===== src/rtl/ifetch_pkg.sv =====
`default_nettype none
// ============================================================================
// Module   : ifetch_pkg
// Purpose  : Shared fetch/decode definitions. Contains the instruction and
//            address widths, the fetch state encoding, the NOP encoding, the
//            queue entry layout and a word-alignment helper.
// Revision : 1.0 - initial release
// ============================================================================
package ifetch_pkg;

    localparam int c_INST_W = 32;
    localparam int c_ADDR_W = 64;

    // LEGv8/ARMv8 NOP encoding
    localparam logic [c_INST_W-1:0] c_NOP_INST = 32'hD503_201F;

    typedef enum logic [0:0] {
        FETCH_RUN    = 1'b0,
        FETCH_HALTED = 1'b1
    } fetch_state_e;

    // One buffered instruction: the word plus the PC it was fetched from.
    typedef struct packed {
        logic [c_ADDR_W-1:0] pc;
        logic [c_INST_W-1:0] inst;
    } fetch_entry_t;

    function automatic logic [c_ADDR_W-1:0] word_align(input logic [c_ADDR_W-1:0] addr);
        return {addr[c_ADDR_W-1:2], 2'b00};
    endfunction

endpackage
`default_nettype wire


===== src/rtl/ifetch_queue.sv =====
`default_nettype none
// ============================================================================
// Module   : ifetch_queue
// Purpose  : DEPTH-entry FIFO of {pc, inst} fetch entries.
// Ports    : clk, rst    - clock, synchronous active-high reset
//            push, wdata - write an entry at the tail
//            pop         - remove the head entry (ignored when empty)
//            flush       - empty the queue; overrides push and pop
//            full, empty, count - occupancy
//            head        - entry at the head (stale when empty)
// Revision : 1.0 - initial release
// ============================================================================
module ifetch_queue
    import ifetch_pkg::*;
#(
    parameter int DEPTH = 2
)(
    input  logic                   clk,
    input  logic                   rst,
    input  logic                   push,
    input  fetch_entry_t           wdata,
    input  logic                   pop,
    input  logic                   flush,
    output logic                   full,
    output logic                   empty,
    output logic [$clog2(DEPTH):0] count,
    output fetch_entry_t           head
);

    localparam int c_PW = $clog2(DEPTH);

    fetch_entry_t    r_mem [DEPTH];
    logic [c_PW-1:0] r_rd_ptr;
    logic [c_PW-1:0] r_wr_ptr;
    logic [c_PW:0]   r_count;
    logic            w_pop;
    logic            w_push;

    assign empty  = (r_count == '0);
    assign full   = (r_count == (c_PW+1)'(DEPTH));
    assign w_pop  = pop && !empty;
    // A full queue still accepts a write when the head leaves in the same cycle.
    assign w_push = push && (!full || w_pop);
    assign count  = r_count;
    assign head   = r_mem[r_rd_ptr];

    always_ff @(posedge clk) begin
        if (rst) begin
            r_rd_ptr <= '0;
            r_wr_ptr <= '0;
            r_count  <= '0;
            for (int i = 0; i < DEPTH; i++) begin
                r_mem[i] <= '0;
            end
        end else if (flush) begin
            r_rd_ptr <= '0;
            r_wr_ptr <= '0;
            r_count  <= '0;
        end else begin
            if (w_push) begin
                r_mem[r_wr_ptr] <= wdata;
                r_wr_ptr        <= r_wr_ptr + c_PW'(1);
            end
            if (w_pop) begin
                r_rd_ptr <= r_rd_ptr + c_PW'(1);
            end
            case ({w_push, w_pop})
                2'b10:   r_count <= r_count + (c_PW+1)'(1);
                2'b01:   r_count <= r_count - (c_PW+1)'(1);
                default: r_count <= r_count;
            endcase
        end
    end

endmodule
`default_nettype wire


===== src/rtl/ifetch.sv =====
`default_nettype none
// ============================================================================
// Module   : ifetch
// Purpose  : LEGv8 instruction fetch stage. Owns the PC, issues word fetches
//            to a one-cycle-latency instruction memory, buffers returned
//            words in a small queue and hands them to decode over a
//            valid/ready handshake. Handles execute redirects and halt.
// Ports    : clk, reset               - clock, synchronous active-high reset
//            imem_req/addr/rdata      - instruction memory port
//            redirect, redirect_pc    - branch redirect from execute
//            halt                     - stop issuing new fetches
//            inst_valid/inst/inst_pc/inst_ready - decode handshake
//            stat_fetched/redirects   - event counters
// Options  : IFETCH_STATS_EN - build the event counters; otherwise the
//            stat_* outputs are tied to zero.
// Revision : 1.0 - initial release
// ============================================================================
module ifetch
    import ifetch_pkg::*;
#(
    parameter logic [c_ADDR_W-1:0] RESET_PC = 64'h0,
    parameter int                  QDEPTH   = 2
)(
    input  logic                clk,
    input  logic                reset,
    output logic                imem_req,
    output logic [c_ADDR_W-1:0] imem_addr,
    input  logic [c_INST_W-1:0] imem_rdata,
    input  logic                redirect,
    input  logic [c_ADDR_W-1:0] redirect_pc,
    input  logic                halt,
    output logic                inst_valid,
    output logic [c_INST_W-1:0] inst,
    output logic [c_ADDR_W-1:0] inst_pc,
    input  logic                inst_ready,
    output logic [31:0]         stat_fetched,
    output logic [31:0]         stat_redirects
);

    localparam int         c_CW        = $clog2(QDEPTH) + 2;
    localparam logic [0:0] c_ST_RUN    = 1'(FETCH_RUN);
    localparam logic [0:0] c_ST_HALTED = 1'(FETCH_HALTED);

    logic [0:0]               r_state;
    logic [c_ADDR_W-1:0]      r_pc;
    logic [c_ADDR_W-1:0]      r_inflight_pc;
    logic                     r_inflight;
    logic                     w_q_full;
    logic                     w_q_empty;
    logic [$clog2(QDEPTH):0]  w_q_count;
    fetch_entry_t             w_q_head;
    fetch_entry_t             w_q_wdata;
    logic                     w_push;
    logic                     w_pop;
    logic                     w_issue;
    logic [c_CW-1:0]          w_used;

    // Decode never sees the head during a redirect; the queue is being flushed.
    assign inst_valid = !w_q_empty && !redirect;
    assign w_pop      = inst_valid && inst_ready;

    // The response to last cycle's request is written this cycle. A redirect
    // in this cycle flushes the queue, which discards the response as well.
    assign w_push    = r_inflight && (!w_q_full || w_pop);
    assign w_q_wdata = '{pc: r_inflight_pc, inst: imem_rdata};

    // Slots committed = buffered + in flight. Counting the slot freed by a pop
    // in the same cycle lets the stage sustain one instruction per cycle.
    assign w_used  = c_CW'(w_q_count) + c_CW'(r_inflight) - c_CW'(w_pop);
    assign w_issue = !reset && (r_state == c_ST_RUN) && !redirect &&
                     (w_used < c_CW'(QDEPTH));

    assign imem_req  = w_issue;
    assign imem_addr = r_pc;
    assign inst      = w_q_head.inst;
    assign inst_pc   = w_q_head.pc;

    ifetch_queue #(
        .DEPTH (QDEPTH)
    ) u_queue (
        .clk   (clk),
        .rst   (reset),
        .push  (w_push),
        .wdata (w_q_wdata),
        .pop   (w_pop),
        .flush (redirect),
        .full  (w_q_full),
        .empty (w_q_empty),
        .count (w_q_count),
        .head  (w_q_head)
    );

    always_ff @(posedge clk) begin
        if (reset) begin
            r_state       <= c_ST_RUN;
            r_pc          <= RESET_PC;
            r_inflight    <= 1'b0;
            r_inflight_pc <= RESET_PC;
        end else begin
            r_inflight <= w_issue;
            if (w_issue) begin
                r_inflight_pc <= r_pc;
            end
            if (redirect) begin
                r_state <= c_ST_RUN;
                r_pc    <= word_align(redirect_pc);
            end else begin
                // Halt only gates future issue; it takes effect from the next cycle.
                if (halt) begin
                    r_state <= c_ST_HALTED;
                end
                if (w_issue) begin
                    r_pc <= r_pc + 64'd4;
                end
            end
        end
    end

`ifdef IFETCH_STATS_EN
    logic [31:0] r_stat_fetched;
    logic [31:0] r_stat_redirects;

    always_ff @(posedge clk) begin
        if (reset) begin
            r_stat_fetched   <= '0;
            r_stat_redirects <= '0;
        end else begin
            if (w_pop) begin
                r_stat_fetched <= r_stat_fetched + 32'd1;
            end
            if (redirect) begin
                r_stat_redirects <= r_stat_redirects + 32'd1;
            end
        end
    end

    assign stat_fetched   = r_stat_fetched;
    assign stat_redirects = r_stat_redirects;
`else
    assign stat_fetched   = '0;
    assign stat_redirects = '0;
`endif

endmodule
`default_nettype wire


===== config.mk =====
export PLATFORM = sky130hd
export DESIGN_NAME = ifetch
export DESIGN_NICKNAME = d
export VERILOG_FILES = /design/src/rtl/ifetch_pkg.sv /design/src/rtl/ifetch_queue.sv /design/src/rtl/ifetch.sv
export SDC_FILE = /design/constraint.sdc
export NUM_CORES = 1
export LEC_CHECK = 0
export CAP_MARGIN = 20
export CORE_MARGIN = 1
export CORE_UTILIZATION = 47
export DETAILED_ROUTE_END_ITERATION = 8
export GPL_ROUTABILITY_DRIVEN = 0
export GPL_TIMING_DRIVEN = 0
export PLACE_DENSITY = 0.86
export SKIP_CTS_REPAIR_TIMING = 1
export SLEW_MARGIN = 10
export SYNTH_ARGS = -nofsm -noshare
export SYNTH_HDL_FRONTEND = slang
export SYNTH_HIERARCHICAL = 1
export SYNTH_SLANG_ARGS = --single-unit

===== constraint.sdc =====
create_clock -name clk -period 4.6 [get_ports clk]
set_input_delay 1.15 -clock clk [delete_from_list [all_inputs] [get_ports clk]]
set_output_delay 1.15 -clock clk [all_outputs]
set_load 0.02 [all_outputs]

* Word-level counts from Yosys, hierarchy flattened
Memories as Yosys holds them, arrays and structs flattened. A register that Yosys moved wholly into a read port is not among the register bits. Cells that the tools add are included.
Storage, ports and cells: register bits 134, output and inout bits 226, memories kept 1, memory bits (writable) 192
Operators by class: bitwise logic cells 1, mux-type cells 14, magnitude comparators 1, $add $sub $neg 7, eq/ne operators 3, reduce and logical (&&, ||, !) cells 19
Memory list:
- u_queue.r_mem | words 2, bits a word 96, read ports 1, clocked after memory_dff 1, wr ports 2, line ifetch_queue.sv:32 | fetch_entry_t r_mem [DEPTH];
Operators with widths (count):
- two-way mux 64 bit | 2
- two-way mux 96 bit | 1
- OR reduction 96 bit | 1
- adder 64 x 3 -> 64 bit, second input constant | 1
- two-way mux 1 bit | 10
- logical AND 1 bit | 8
- equality test 2 bit, second input constant | 2
- logical NOT 1 bit | 4
- one-hot mux 2 bit (2 select lines) | 1
- nonzero test 2 bit | 2
- adder 2 x 1 -> 3 bit | 1
- < comparator 3 x 2 -> 1 bit, second input constant | 1
- subtractor 3 x 1 -> 3 bit | 1
- adder 1 bit, second input constant | 2
- adder 2 x 1 -> 2 bit, second input constant | 1
- equality test 2 x 1 -> 1 bit, second input constant | 1
- logical NOT 2 bit | 1
- logical OR 1 bit | 2
- OR reduction 2 bit | 1
- subtractor 2 x 1 -> 2 bit, second input constant | 1
- NOT 1 bit | 1

* Depth between registers and ports, before layout
Gate-level depths: netlist of the first run.
word-level depth 13, depth in mapped cells 15, depth with buffers taken out 13

* Modules after synthesis
Netlist of the first run, hierarchy kept.
By module, submodules not included:
- ifetch_queue | times used 1, sequential area each 5865.6 um^2, cells an instance 545, area an instance 8587.0 um^2
- ifetch | times used 1, sequential area each 2522.4 um^2, cells an instance 871, area an instance 6681.4 um^2

* Worst setup path before layout of the first run
Ideal clock, no wire load.
path kind input-to-output, from in redirect, to out imem_req, path slack -0.373 ns, data required time 3.450 ns, path buffers 2, arrival 3.823 ns, stages 10, cells stage by stage nor2_1 and2_1 ha_1 nand2b_1 fa_1 xnor2_1 nand4b_1 inv_1 buf_2 buf_1
Between the ends: cells in the longest elaborated chain, start to end 6
RTL lines:
- from (decl) | line ifetch.sv:29 | input logic redirect,
- logical NOT 1 bit | line ifetch.sv:59 | assign inst_valid = !w_q_empty && !redirect;
- logical AND 1 bit | line ifetch.sv:59
- logical AND 1 bit | line ifetch.sv:60 | assign w_pop = inst_valid && inst_ready;
- via w_pop | line ifetch.sv:54 | logic w_pop;
- subtractor 3 x 1 -> 3 bit | line ifetch.sv:69 | assign w_used = c_CW'(w_q_count) + c_CW'(r_inflight) - c_CW'(w_pop);
- < comparator 3 x 2 -> 1 bit | line ifetch.sv:71 | (w_used < c_CW'(QDEPTH));
- logical AND 1 bit | line ifetch.sv:70 | assign w_issue = !reset && (r_state == c_ST_RUN) && !redirect &&
- to (decl) | line ifetch.sv:26 | output logic imem_req,
The timed path passes the listed nets, and every way through them passes these cells.

* Worst setup path after layout of the first run
from in inst_ready, to out imem_req
Between the ends: cells in the longest elaborated chain, start to end 4
RTL lines:
- from (decl) | line ifetch.sv:35 | input logic inst_ready,
- logical AND 1 bit | line ifetch.sv:60
- via w_pop | line ifetch.sv:54
- subtractor 3 x 1 -> 3 bit | line ifetch.sv:69
- < comparator 3 x 2 -> 1 bit | line ifetch.sv:71
- logical AND 1 bit | line ifetch.sv:70
The timed path passes the listed nets, and every way through them passes these cells.

==> results of run 1 <==
flip-flops by register name (all words and copies together) (netlist names), named ones only:
register          cells
imem_addr            62
u_queue/r_mem       192
r_inflight            1
u_queue/r_rd_ptr      1
u_queue/count         2
u_queue/r_wr_ptr      1
r_state               1
r_inflight_pc        62
layout by cell type, fill, tap and decap left out, types with 9 or more instances in the layout:
cell type and instances:
a21oi_1 116, a22oi_1 11, a31oi_1 18, and2_1 179, and2_4 20, and3_1 24, buf_1 9, buf_2 11
buf_4 76, buf_6 11, clkbuf_1 56, clkbuf_16 33, clkbuf_8 11, clkdlybuf4s50_1 256, conb_1 70, dfxtp_1 131
edfxtp_1 192, inv_1 11, mux2_2 97, nand2_1 178, nand3_1 29, nand4_1 25, nor2_1 45, nor3_1 16
o21ai_0 29, o22ai_1 11, xnor2_1 10, xor2_1 9
final cells by class:
class | instances | area (sq um) | share of cell area
Clock buffer | 45 | 941 | 0.0472
Buffer | 157 | 1010 | 0.0506
Tap cell | 435 | 544 | 0.0273
Clock inverter | 12 | 114 | 0.00572
Sequential cell | 323 | 8390 | 0.421
Timing Repair Buffer | 272 | 2730 | 0.137
Antenna cell | 1 | 2.50 | 0.000126
Multi-Input combinational cell | 993 | 6140 | 0.308
Inverter | 12 | 50.0 | 0.00251
metrics by stage:
step	util	cells
after detailed placement	0.589	2180
after CTS	0.622	2237
final	0.626	2250
after global routing	0.626	2250
after floorplan	-	1485
after global placement	0.587	2178
path summary, 6_finish.rpt:
kind                                          end  slack (ns)  cells past startpoint
worst max-delay path                     imem_req        0.07                     11
worst min-delay path            r_inflight_pc[56]        0.47                      2
worst max register to register      imem_addr[52]        0.44                     14
worst min register to register  r_inflight_pc[56]        0.47                      2
metal layers:
layer	vias up	global-route usage	routed length (microns)
met3	156	0.0784	5240
met2	807	0.431	21100
met1	5965	0.333	17500
met4	0	0.125	2130
li1	5641	-	-
met5	-	0	0
worst max-delay path, cell delays in order:
cell and delay (ns):
clkdlybuf4s50_1 0.45, and2_4 0.19, ha_1 0.24, nand2b_4 0.14, fa_2 0.51, nand4b_1 0.10, buf_6 0.17, inv_6 0.08
buf_12 0.12, buf_12 0.11, buf_6 0.11
cells by family (layout without fill, tap and decap cells):
kind of cell	count (synthesis)	after routing	share of synthesized area
adders and majority gates	3	3	0.00295
xor gates and xnor gates	19	19	0.0109
buffers and inverters	169	498	0.0669
muxes	101	101	0.0742
other	1	71	0.000246
and+or+nand+nor	580	580	0.212
DFF	323	323	0.549
AOI/OAI and AO/OA	220	220	0.0839
power groups by stage:
stage	combinational, mW	clock, mW	sequential [mW]
4_1_cts	0.804	2.63	3.28
6_report	0.828	2.62	3.28
3_5_place_dp	0.799	0	3.34
5_1_grt	0.873	2.75	3.30
2_1_floorplan	0.390	0	3.35
3_3_place_gp	0.780	0	3.34
==> metrics, run 1 <==
outcome completed; FMAX 221 MHz; RSZ-0062 raised after global routing no; Leak 7.46 nW; Avg Cell Area, Syn 10.8 sq um; shortest period the worst path allows 4.53 ns; Final Hold Viols 0; number of synthesized register bits 323; Routed WL 46000 microns; NetSw 1.66 mW; fin nets 1894; ratio of cells with drive above 1 in the final layout 0.172; combinational share of power 0.123; most common cell in the netlist edfxtp_1; launch point of the critical path inst_ready; hold_sp r_inflight_pc[56]; TritonCTS clock tree done; Main synth FF type edfxtp_1; Post-Syn Area 0.0153 sq mm; Yosys warning count 6; vias in the first global route 12177; post-DP HPWL 32700 microns; asr flop ratio synth 0; grt ovf 0; Req. time, crit path 3.45 ns; clk_skew 0.0153 ns; H-tree depth 1; WS Path Type input port to primary output; Sw Share 0.246; Synth cell types 72; DRT Pass-1 Iters 6; Seq/Total Area, Yosys 0.549; worst slew pin tran 0.980 ns; Reg power frac 0.488; initial antenna violation count 2; Worst setup SP type input port; Max Cap Violations 0; largest net degree at the start of global routing 56; power density cells 338 mW/mm^2; I/O pin total 327; Final ANT Viol Nets 0; Vias/cell 5.59; Crit Path Max Fanout 7; CTS root buf clkbuf_16; Setup crit end kind primary output; final hold slack 0.468 ns; filler cell count 2501; Worst slew margin 0.345; placed instance area 0.0187 sq mm; top post-synthesis cells by count 192 x edfxtp_1, 180 x and2_1, 178 x nand2_1, 131 x dfxtp_1, 116 x a21oi_1; Clock Latency Late Sink 0.56 ns; Critical R2R Launch u_queue/count[0]; Remaining DRCs 0; Die Area 0.0332 sq mm; Max VDD drop 0.000338 V; Setup TNS 0 ns; Num CTS Buffers 31; Initial DRC Count 1961; Initial Utilization 0.480; Final Cell Area 0.0199 sq mm; total power 6.73 mW; P_int 5.07 mW; Slew Limit Fails 0; Final WS setup 0.0699 ns; GRT Overall Usage 0.268; Die Wd 182 microns; CORE AREA 0.0318 sq mm; Critical Path AT 3.38 ns; Clock transition at path regs 0.06 ns; area grow syn2layout 30.5%; Final Cycle Share 0.985; top cells by area, synth edfxtp_1 38%, dfxtp_1 17%, and2_1 7.4%; global-route wire length before repair 68500 microns; Clock Sinks 323; DR WL/cell 20.4 microns; Hold Crit Class flip-flop to flip-flop; clock power share 0.389; Final Setup Violations 0; clk buf depth 3; area leader, netlist edfxtp_1; Die Y 182 microns; pre-CTS setup slack -1.98 ns; row count 65; Gate Count Post-Synth 1416; vias post-DR 12569; IO buf count 258; Post-synth EDFFs 192; Yosys top cell area share 0.378
Power figures use the tool's default switching activity.
==> run 2: changes to the inputs <==
SLEW_MARGIN = 20   (was 10)
==> metrics, run 2 (same netlist as run 1, synthesis figures left out) <==
outcome finished, violations left; failing checks negative setup slack; Crit Path Max Fanout 9 (+2); initial antenna violation count 1 (-1); Final Hold Viols 0 (unchanged); most common cell after layout, fill and taps aside clkdlybuf4s50_1; Setup crit end kind primary output; Initial DRC Count 1540 (-21%); Final ANT Viol Nets 0 (unchanged); area occupied by multi-input gates 0.00616 sq mm (+0.33%); Num CTS Buffers 31 (unchanged); final core occ 0.628 (+0.00138); area grow syn2layout 30.7%; Clock Sinks 323 (unchanged); Slowest Stage Delay on Critical Path 0.52 ns (about the same); IO buf count 258 (unchanged); final hold slack 0.464 ns (-0.00424 ns); Worst slew margin 0.205 (-0.140); DRT Pass-1 Iters 7 (+1); worst path bufs/invs 5 (-1); Routed WL 46500 microns (+1.2%); Vias/cell 5.57 (-0.35%); filler cell count 2498 (-0.12%); Register Area 0.00839 sq mm (unchanged); Die Y 182 microns (unchanged); Slew Limit Fails 0 (unchanged); Final WS setup -0.0249 ns (-0.0948 ns); clk_skew 0.0329 ns (+0.0176 ns); Leak 7.49 nW (+0.39%); vias in the first global route 12139 (-0.31%); combinational share of power 0.125 (+0.002); power density cells 336 mW/mm^2 (-0.61%); Worst setup SP type input port; Final Setup Violations 1 (+1); DR WL/cell 20.6 microns (+1.0%); TritonCTS clock tree done; placed instance area 0.0188 sq mm (+0.17%); FF-to-FF setup slack 0.38 ns (-0.06 ns); worst slew pin tran 1.18 ns (+0.203 ns); CORE AREA 0.0318 sq mm (unchanged); Die Wd 182 microns (unchanged); post-DP HPWL 32800 microns (+0.44%); global-route wire length before repair 69000 microns (+0.79%); Critical Path AT 3.47 ns (+0.09 ns); Most Frequent Cell on Critical Path buf_12; ratio of cells with drive above 1 in the final layout 0.174 (+0.00237); I/O pin total 327 (unchanged); Max Cap Violations 0 (unchanged); worst path cell trace clkbuf_4 > nor2_2 > and2_4 > ha_4 > nand2b_4 > fa_2 > nand4b_1 > inv_2 > buf_12 > buf_12 > buf_8; Final Cycle Share 1.01 (+0.0206); fin nets 1897 (+0.16%); pre-CTS setup slack -2.01 ns (-0.0346 ns); Reg power frac 0.490 (+0.002); grt ovf 0 (unchanged); total power 6.70 mW (-0.39%); Worst path slowest cell fa_2; Initial Utilization 0.480 (unchanged); Clock transition at path regs 0.07 ns (about the same); Sw Share 0.252 (+0.00612); Remaining DRCs 0 (unchanged); top cell family by delay on the critical path buffers and inverters; largest net degree at the start of global routing 47 (-16%); P_int 5.01 mW (-1.2%); vias post-DR 12547 (-0.18%); Clock Latency Late Sink 0.59 ns (+0.03 ns); Final Cell Area 0.0200 sq mm (+0.22%); Hold Crit Class flip-flop to flip-flop; clock power share 0.385 (-0.004); Req. time, crit path 3.45 ns (about the same); row count 65 (unchanged); max reg flops 192 (unchanged); shortest period the worst path allows 4.62 ns (+0.0948 ns); FMAX 216 MHz (-2.0%); CTS root buf clkbuf_16; Max VDD drop 0.000341 V (+0.93%); Die Area 0.0332 sq mm (unchanged); H-tree depth 1 (unchanged); Top reg by flops u_queue/r_mem; clk buf depth 3 (unchanged); commonest non-fill, non-tap cells in the layout 255 x clkdlybuf4s50_1, 192 x edfxtp_1, 179 x and2_1; NetSw 1.69 mW (+2.1%); GRT Overall Usage 0.272 (+0.00340); WS Path Type input port to primary output
[run 2: cell count changes in the layout (fill, tap and decap cells not counted), sizes merged]
cell           delta
bufinv            -2
clkinv            +1
dlymetal6s2s      +1
clkinvlp          -1
clkdlybuf4s50     -1
clkbuf            +2
buf               +4
[run 2: layer usage]
layer / GRT usage / share of wire / vias up
met4: 0.136 / 0.052 / 0
met5: 0 / 0 / -
li1: - / - / 5641
met2: 0.432 / 0.45 / 859
met1: 0.339 / 0.38 / 5863
met3: 0.0774 / 0.12 / 184
[run 2: layout make-up]
type / instances / area share
Multi-Input combinational cell: 993 / 0.309
Clock inverter: 10 / 0.00313
Tap cell: 435 / 0.0273
Antenna cell: 1 / 0.000125
Timing Repair Buffer: 275 / 0.139
Clock buffer: 48 / 0.0489
Inverter: 12 / 0.00226
Sequential cell: 323 / 0.420
Buffer: 157 / 0.0505
[run 2: final timing paths]
kind                        to  cells past startpoint         startpoint
max                   imem_req                     11           redirect
min          r_inflight_pc[56]                      2  r_inflight_pc[56]
max reg2reg      imem_addr[51]                     14   u_queue/count[1]
min reg2reg  r_inflight_pc[56]                      2  r_inflight_pc[56]
[run 2: power by group through the flow]
stage / registers, mW / clock network (mW) / logic, mW
2_1_floorplan: 3.35 / 0 / 0.390
3_3_place_gp: 3.34 / 0 / 0.780
3_5_place_dp: 3.34 / 0 / 0.803
4_1_cts: 3.28 / 2.58 / 0.808
5_1_grt: 3.29 / 2.71 / 0.879
6_report: 3.29 / 2.58 / 0.836
[run 2: worst min-delay path: stages, from the launching register on]
cell     delay [ns]
dfxtp_1        0.32
nand2_1        0.05
a21oi_1        0.05
[run 2: metrics by stage]
| step | setup TNS (ns) | cells |
|---|---|---|
| after floorplan | 0 | 1485 |
| after global placement | -267.90 | 2178 |
| after detailed placement | -89.75 | 2182 |
| after CTS | -10.71 | 2240 |
| after global routing | -0.0608 | 2254 |
| final | -0.0249 | 2254 |
